`config.mk`:
```
export PLATFORM = sky130hd
export DESIGN_NAME = adder_share_ctrl
export DESIGN_NICKNAME = d
export VERILOG_FILES = /design/src/rtl/adder_share_ctrl.sv
export SDC_FILE = /design/constraint.sdc
export NUM_CORES = 1
export LEC_CHECK = 0
export ABC_CLOCK_PERIOD_IN_PS = 4650
export BUFFER_PORTS_ARGS = -buffer_cell sky130_fd_sc_hd__buf_2
export CORE_MARGIN = 2
export CORE_UTILIZATION = 49
export DETAILED_ROUTE_END_ITERATION = 8
export GPL_TIMING_DRIVEN = 0
export PLACE_DENSITY_LB_ADDON = 0.08
export SLEW_MARGIN = 20
export SYNTH_ARGS = -nofsm -noshare
export SYNTH_HDL_FRONTEND = slang
export SYNTH_SLANG_ARGS = --single-unit
```
`constraint.sdc`:
```
create_clock -name clk -period 4.65 [get_ports clk]
set_input_delay 0.2325 -clock clk [delete_from_list [all_inputs] [get_ports clk]]
set_output_delay 0.2325 -clock clk [all_outputs]
set_load 0.05 [all_outputs]
```
`src/rtl/adder_share_ctrl.sv`:
```
// Round-robin controller that time-shares one external adder between two requesters.
// Latches the winner's operands, waits SETTLE cycles, then returns the captured sum.
//
// state | meaning
// IDLE  | sampling requests; adder operands hold the previous job
// WAIT  | operands applied, counting SETTLE cycles for the adder to settle
// DONE  | result captured, done pulse to the winner
module adder_share_ctrl #(
  parameter int WIDTH  = 10,
  parameter int SETTLE = 11
) (
  input  logic             clk,
  input  logic             reset,
  input  logic             req0,
  input  logic [WIDTH-1:0] a0,
  input  logic [WIDTH-1:0] b0,
  input  logic             req1,
  input  logic [WIDTH-1:0] a1,
  input  logic [WIDTH-1:0] b1,
  output logic             grant0,
  output logic             grant1,
  output logic             done0,
  output logic             done1,
  output logic [WIDTH:0]   result,
  output logic             busy,
  output logic [WIDTH-1:0] add_in0,
  output logic [WIDTH-1:0] add_in1,
  input  logic [WIDTH:0]   add_out
);

  typedef enum logic [1:0] {IDLE, WAIT, DONE} state_t;

  localparam logic [7:0] CNT_LAST = 8'(SETTLE - 1);

  state_t     state, state_nxt;
  logic       last, last_nxt;
  logic [7:0] cnt, cnt_nxt;
  logic       accept;
  logic       win;
  logic       capture;

  always_comb begin
    state_nxt = state;
    last_nxt  = last;
    cnt_nxt   = cnt;
    accept    = 1'b0;
    // On a tie the requester that did not win last time goes first.
    win       = (req0 && req1) ? ~last : req1;
    capture   = 1'b0;
    case (state)
      IDLE: begin
        if (req0 || req1) begin
          accept    = 1'b1;
          last_nxt  = win;
          cnt_nxt   = 8'd0;
          state_nxt = WAIT;
        end
      end
      WAIT: begin
        cnt_nxt = cnt + 8'd1;
        if (cnt == CNT_LAST) begin
          capture   = 1'b1;
          state_nxt = DONE;
        end
      end
      DONE:    state_nxt = IDLE;
      default: state_nxt = IDLE;
    endcase
  end

  always_ff @(posedge clk or posedge reset) begin
    if (reset) begin
      state   <= IDLE;
      last    <= 1'b1;
      cnt     <= 8'd0;
      grant0  <= 1'b0;
      grant1  <= 1'b0;
      done0   <= 1'b0;
      done1   <= 1'b0;
      result  <= '0;
      add_in0 <= '0;
      add_in1 <= '0;
    end else begin
      state  <= state_nxt;
      last   <= last_nxt;
      cnt    <= cnt_nxt;
      grant0 <= accept & ~win;
      grant1 <= accept & win;
      // last already names the current job's owner while in WAIT.
      done0  <= capture & ~last;
      done1  <= capture & last;
      if (accept) begin
        add_in0 <= win ? a1 : a0;
        add_in1 <= win ? b1 : b0;
      end
      if (capture) result <= add_out;
    end
  end

  assign busy = (state != IDLE);

endmodule
```
Yosys cells after proc, flatten, opt, wreduce, memory -nomap -nowiden. Index checks and enable logic that the tools add are counted.

Mux-type cells: 12. Bitwise operators: 6. Equality and inequality tests: 4. Reduce and logical (&&, ||, !) cells: 8. Add/sub/neg operators: 1.

Operators by type and width (count): 10-bit 2-to-1 mux (2); 8-bit case mux with 2 select lines (1); 8-bit by 1-bit adder with 8-bit output (second input constant) (1); 8-bit by 4-bit equality test with 1-bit output (second input constant) (1); 8-bit 2-to-1 mux (1); 2-bit AND reduction (3); 1-bit 2-to-1 mux (5); 1-bit bitwise AND (4); 2-bit 2-to-1 mux (2); 2-bit != test (second input constant) (2); 2-bit case mux with 2 select lines (1); 2-bit nonzero test (2); 2-bit by 1-bit equality test with 1-bit output (second input constant) (1); 2-bit zero test (1); 1-bit NOT (2); 1-bit logical AND (1); 1-bit logical OR (1).

Output and inout port bits: 36. Register bits after elaboration: 46.

Logic depth before layout (Yosys ltp). Gate-level depths: netlist of the first run.

Depth after elaboration: 4. Gate-level depth with buffers: 7. Depth with buffers taken out: 6.

Least setup slack after synthesis of the first run. No wires, ideal clock.

Path type: register to register. Start: reg cnt[0]. End: reg result[0]. Setup time: 125 ps. Setup slack: 2657 ps. Period minus slack after synthesis: 1993 ps. Required time: 4525 ps. Cell stages (with the launch flop): 8. Arrival time: 1867 ps. Path through: dfrtp_1 -> inv_1 -> ha_1 -> or4b_4 -> nor4b_4 -> nand2_2 -> buf_6 -> mux2_4.

Word-level cells in the longest chain between the ends: 3.

RTL lines: start: declaration (line 37) `logic [7:0] cnt, cnt_nxt;`; start signal: assignment (line 86) `cnt <= cnt_nxt;`; 8-bit by 4-bit equality test with 1-bit output (line 61) `if (cnt == CNT_LAST) begin`; 1-bit 2-to-1 mux (line 61); 1-bit 2-to-1 mux (line 50) `case (state)`; end signal: assignment (line 96) `if (capture) result <= add_out;`; end: declaration (line 24) `output logic [WIDTH:0] result,`.

Every way passes these cells. A chain may end at the register's enable or synchronous reset.

Worst setup path after layout of the first run.
Start: reg cnt[0]. End: reg result[6].

Same word-level chain as after synthesis.

==> results of run 1 <==
[stage by stage]
| stage | utilization | instances | instance area [µm²] |
|---|---|---|---|
| global placement | 0.654 | 294 | 2450 |
| detailed placement | 0.660 | 295 | 2470 |
| floorplan | - | 156 | 1940 |
| global route | 0.692 | 304 | 2590 |
| CTS | 0.692 | 304 | 2590 |
| finish | 0.692 | 304 | 2590 |
[path summary, 6_finish.rpt]
check | start | endpoint | slack, ns | cells past startpoint
min reg2reg | add_in1[8] | add_in1[8] | 0.49 | 2
max reg2reg | cnt[0] | result[6] | 2.47 | 7
min in group asynchronous | reset | result[2] | 0.44 | 3
max in group asynchronous | reset | last | 3.67 | 4
max | cnt[0] | result[6] | 2.47 | 7
min | a1[9] | add_in0[9] | 0.14 | 3
[power groups by stage]
stage / registers [mW] / logic [mW] / clock network (mW)
6_report: 0.675 / 1.05 / 0.289
3_5_place_dp: 0.676 / 1.06 / 0
5_1_grt: 0.697 / 1.12 / 0.315
2_1_floorplan: 1.15 / 0.337 / 0
4_1_cts: 0.675 / 1.06 / 0.297
3_3_place_gp: 0.677 / 1.04 / 0
[placed cells by master (no fill, tap or decap), types with 5 or more instances in the layout]
cell type   n
nand3_1     6
o21ai_0     6
nand2_1     6
clkbuf_8    5
mux2_4      8
buf_2      90
clkbuf_1    9
a222oi_1   20
inv_1      23
nor2_1      5
dfrtp_1    45
[area by class of cell]
type	instances	area, µm²	area share
tap	48	60.1	0.0232
multi-input combinational	77	656	0.253
clock inverter	2	37.5	0.0145
inverter	24	90.1	0.0348
timing repair buffer	92	480	0.186
buffer	9	41.3	0.0159
sequential	46	1150	0.445
clock buffer	6	72.6	0.0280
[sequential cells by signal, summed over array words and instances, names as in the netlist]
name     count
result      11
add_in0     10
add_in1     10
cnt          8
state        2
done0        1
done1        1
grant0       1
grant1       1
last         1
[per-layer routing]
| layer | part of all wire | GRT usage | up-vias |
|---|---|---|---|
| met5 | 0 | 0 | - |
| met4 | 0.018 | 0.0765 | 0 |
| met3 | 0.077 | 0.0574 | 9 |
| met2 | 0.49 | 0.336 | 70 |
| met1 | 0.41 | 0.254 | 763 |
| li1 | - | - | 757 |
[logic make-up after synthesis]
group	synth area share
mux	0.100
xor+xnor	0.00903
fa+ha+maj	0.0129
compound gates	0.128
buf+inv	0.0677
simple gates	0.0884
flops	0.594
[repair_timing]
action                                 CTS  global route
endpoints found under the hold margin   15             0
setup endpoints to repair                0             0
hold buffers                             1             0
[critical path, cell delays in order (launching register included)]
cell     delay, ns
dfrtp_1       0.44
inv_1         0.08
ha_1          0.15
or4b_4        0.47
nor4b_4       0.30
nand2_2       0.15
buf_6         0.19
mux2_4        0.30
==> results.json, run 1 <==
{
  "synth_most_common_cell": "dfrtp_1",
  "yosys.area.top_type": "dfrtp_1",
  "die_h_um": 66.9,
  "hold_slack_ns": 0.142,
  "cts_buffers": 5,
  "drtPass1Iterations": 6,
  "grt-ovfl-total": 0,
  "outcome": "completed",
  "n_antenna_cell": 0,
  "endpoint_kind": "flip-flop",
  "rows": 22,
  "setup_viol": 0,
  "cellPowerDensity_mw_per_mm2": 779,
  "cts_root_buffer": "clkbuf_8",
  "finalWirelength_um": 4220,
  "start_util": 0.518,
  "synth_cells": 156,
  "synth_ff_type": "dfrtp_1",
  "synth-edff-count": 0,
  "gr-usage-all-layers": 0.204,
  "finalPower_mw": 2.02,
  "pwr-share-comb": 0.522,
  "p_switching_mw": 0.975,
  "clock_path_buffers": 2,
  "syn_area_per_cell_um2": 12.4,
  "wire_per_inst_um": 13.9,
  "vias": 1599,
  "peakVddDrop_mv": 0.505,
  "port_buffers": 90,
  "power.leakage_nw": 1.45,
  "final.fill_count": 302,
  "power.internal_mw": 1.04,
  "dp_hpwl_um": 3040,
  "worst_skew_pair.late_latency_ns": 0.30,
  "cts_setup_buffers": 0,
  "synth_area_mm2": 0.00194,
  "hold_path_class": "input pin to flip-flop",
  "syn2layout_area_growth_pct": 33.5,
  "grt_pass1_wl_um": 6620,
  "skew_ns": 0.00415,
  "yosysSeqAreaShare": 0.594,
  "synth_nets": 213,
  "post-place-ws_ns": 2.49,
  "worst-setup-path-type": "flip-flop to flip-flop",
  "place.gp.congestion": 0.791,
  "drive_gt1_frac": 0.445,
  "grt_pass1_vias": 1483,
  "worst_slack_ns": 2.47,
  "via_per_inst": 5.26,
  "drt_iter0_markers": 152,
  "ys_seq_elements": 46,
  "synth.distinct_cells": 25,
  "htreeDepth": 2,
  "hold_viol": 0,
  "max_clock_freq_ghz": 0.458,
  "required_ns": 4.84,
  "clk_pin_slew_worst_paths_ns": 0.08,
  "fin_setup_tns_ns": 0,
  "drv_cap": 0,
  "clkPwrFrac": 0.143,
  "die_area_mm2": 0.00448,
  "seqPwrFrac": 0.335,
  "antenna_found_initial": 0,
  "grt_max_degree": 32,
  "cts_tree": "yes",
  "synth_top_area_share": 0.581,
  "synth_area_leaders": "dfrtp_1 (58%), a222oi_1 (10%), mux2_4 (6.2%), inv_1 (4.6%), mux2i_1 (2.1%)",
  "switching_share": 0.484,
  "cts_sinks": 46,
  "ant_nets": 0,
  "max-slew-margin-rel": 0.668,
  "worst_pin_slew_ns": 0.498,
  "die_width_um": 66.9,
  "synth_common_cells": "dfrtp_1 (45), inv_1 (24), a222oi_1 (20)",
  "crit_arrival_ns": 2.37,
  "yosys_warnings": 0,
  "finalNetCount": 312,
  "rsz0062_at_grt": "false",
  "min_period_ns": 2.18,
  "critical_path_peak_fanout": 10,
  "post_cts_resized": 0,
  "coreArea_mm2": 0.00374,
  "async_reset_ff_frac": 1.00,
  "fin_crit_sh": 0.469,
  "drc": 0,
  "drv_slew": 0,
  "io_pins": 91,
  "crit_path_start_kind": "flip-flop"
}
Note: power is estimated with default switching activity, not from simulation.
==> run 2, diff against run 1 <==
ABC_CLOCK_PERIOD_IN_PS = 2100   (was 4650)
CORE_UTILIZATION = 46   (was 49)
clock period = 2.1 ns   (was 4.65 ns; I/O delays follow)
==> run 2 against run 1 <==
  * First-iteration DRC count decreased by 8.6%
  * Via count decreased by 0.25%
  * Sequential power increased by 120%
  * Count of clock-buffer cells in the layout unchanged
  * Worst hold slack got worse by 0.13 ns
  * Combinational power increased by 120%
  * Setup slack got worse by 2.4 ns
  * Cell count increased by 2.3%
  * Critical path depth unchanged
  * Register-to-register slack got worse by 2.4 ns
==> results.json, run 2 (same netlist as run 1, synthesis figures left out) <==
{
  "rr_worst_depth": 7,
  "drc": 0,
  "pwr-share-comb": 0.510,
  "min_period_ns": 2.03,
  "crit_slowest_cell": "or4b_4",
  "dp_hpwl_um": 3100,
  "critical_path_peak_fanout": 10,
  "outcome": "completed",
  "top_register": "result",
  "crit_arrival_ns": 2.21,
  "hold_path_startpoint": "a1[2]",
  "finalPower_mw": 4.64,
  "power.internal_mw": 2.48,
  "finalWirelength_um": 4190,
  "path_buf_inv": 2,
  "vias": 1595,
  "reg.largest.list": "result x11, add_in0 x10, add_in1 x10",
  "mostFrequentLayoutCell": "buf_2",
  "wire_per_inst_um": 13.5,
  "cts_root_buffer": "clkbuf_8",
  "coreArea_mm2": 0.00403,
  "final.fill_count": 337,
  "via_per_inst": 5.13,
  "syn2layout_area_growth_pct": 37.3,
  "grt_max_degree": 32,
  "required_ns": 2.29,
  "grt-ovfl-total": 0,
  "max-slew-margin-rel": 0.657,
  "drv_slew": 0,
  "crit_family": "simple AND/OR/NAND/NOR gates",
  "finalNetCount": 317,
  "place.gp.congestion": 0.776,
  "hold_path_class": "input pin to flip-flop",
  "regToRegEndpoint": "result[2]",
  "worst-setup-path-type": "flip-flop to flip-flop",
  "fin_crit_sh": 0.966,
  "cts_sinks": 46,
  "die_h_um": 68.9,
  "n_antenna_cell": 0,
  "io_pins": 91,
  "cpPeakStageDelay_ns": 0.46,
  "endpoint_kind": "flip-flop",
  "hold_viol": 0,
  "grt_pass1_wl_um": 6720,
  "largest_reg_flops": 11,
  "clkPwrFrac": 0.171,
  "rows": 23,
  "worst_pin_slew_ns": 0.514,
  "fin_setup_tns_ns": 0,
  "port_buffers": 90,
  "gr-usage-all-layers": 0.196,
  "switching_share": 0.465,
  "worst_skew_pair.late_latency_ns": 0.29,
  "r2r_start": "cnt[0]",
  "drive_gt1_frac": 0.460,
  "rsz0062_at_grt": "true",
  "cellPowerDensity_mw_per_mm2": 1740,
  "skew_ns": 0.00959,
  "grt_pass1_vias": 1522,
  "setup_viol": 0,
  "fin_util": 0.661,
  "r2r_setup_slack_ns": 0.07,
  "seqPwrFrac": 0.320,
  "crit_path_start_kind": "flip-flop",
  "antenna_found_initial": 0,
  "die_width_um": 68.9,
  "die_area_mm2": 0.00475,
  "p_switching_mw": 2.16,
  "min_delay_worst_endpoint": "add_in0[2]",
  "holdPathStages": 3,
  "clk_pin_slew_worst_paths_ns": 0.08,
  "drv_cap": 0,
  "clock_path_buffers": 2,
  "ant_nets": 0,
  "peakVddDrop_mv": 1.07,
  "max_clock_freq_ghz": 0.493,
  "start_util": 0.481,
  "cts_tree": "yes",
  "cp_cell_sequence": "inv_1 -> ha_1 -> or4b_4 -> nor4b_4 -> nand2_2 -> buf_6 -> mux2_4",
  "htreeDepth": 2,
  "drtPass1Iterations": 7,
  "drt_iter0_markers": 139,
  "cts_buffers": 5,
  "mostFrequentLayoutCells": "buf_2 (90), dfrtp_1 (45), inv_1 (23)",
  "power.leakage_nw": 1.50
}
## run 2: cell types whose count changed in the layout (fill, tap and decap cells not counted)
| cell | previous run | this run |
|---|---|---|
| clkinvlp_4 | 1 | 0 |
| bufinv_16 | 1 | 2 |
| clkbuf_8 | 5 | 6 |
| buf_4 | 0 | 5 |
| clkbuf_1 | 9 | 8 |
## run 2: area by class of cell
type | count | area, µm² | area share
Sequential cell | 46 | 1150 | 0.433
Inverter | 24 | 90.1 | 0.0338
Buffer | 9 | 41.3 | 0.0155
Tap cell | 50 | 62.6 | 0.0235
Clock buffer | 6 | 82.6 | 0.0310
Clock inverter | 2 | 60.1 | 0.0226
Timing Repair Buffer | 97 | 518 | 0.195
Multi-Input combinational cell | 77 | 656 | 0.246
## run 2: power by group through the flow
stage          logic, mW  clock network [mW]  registers, mW
2_1_floorplan      0.747                   0           2.55
3_3_place_gp        2.31                   0           1.50
3_5_place_dp        2.34                   0           1.50
4_1_cts             2.38               0.804           1.48
5_1_grt             2.54               0.853           1.53
6_report            2.36               0.793           1.48
## run 2: worst max-delay path by stage
stage                      start    endpoint  slack (ns)  depth (start not counted)
final                     cnt[0]   result[2]        0.07                          7
after global routing      cnt[0]   result[5]       -0.01                          7
after CTS                 cnt[0]   result[2]        0.02                          7
after detailed placement  cnt[0]   result[2]       -0.04                          7
after global placement    cnt[0]  result[10]       -0.04                          7
after floorplan           cnt[0]   result[0]        0.11                          7
## run 2: metal layers
layer / vias to the layer above / routed length (µm) / GRT usage
met4: 0 / 53 / 0.0809
met1: 759 / 1810 / 0.236
met3: 6 / 273 / 0.0422
met2: 61 / 2050 / 0.339
li1: 769 / - / -
met5: - / 0 / 0
## run 2: per-stage QoR
stage               hold slack, ns  cell area (µm²)  setup WS (ns)  instances
floorplan                    0.230             1940          0.107        156
global placement             0.316             2450        -0.0417        296
detailed placement           0.112             2470        -0.0390        297
CTS                         0.0154             2660         0.0244        310
global route                0.0118             2660        -0.0127        311
finish                      0.0167             2660         0.0719        311
## run 2: tightest hold or removal path, stage by stage
cell      delay [ns]
buf_2           0.08
a222oi_1        0.05
inv_1           0.05
## run 2: what timing repair did
| item | in CTS | in global routing |
|---|---|---|
| hold endpoints to repair | 15 | 0 |
| pin swaps | 1 | 1 |
| setup endpoints to repair | 8 | 10 |
| hold buffers | 1 | 0 |
| gates resized for setup | 0 | 0 |
| buffers inserted | 4 | 1 |
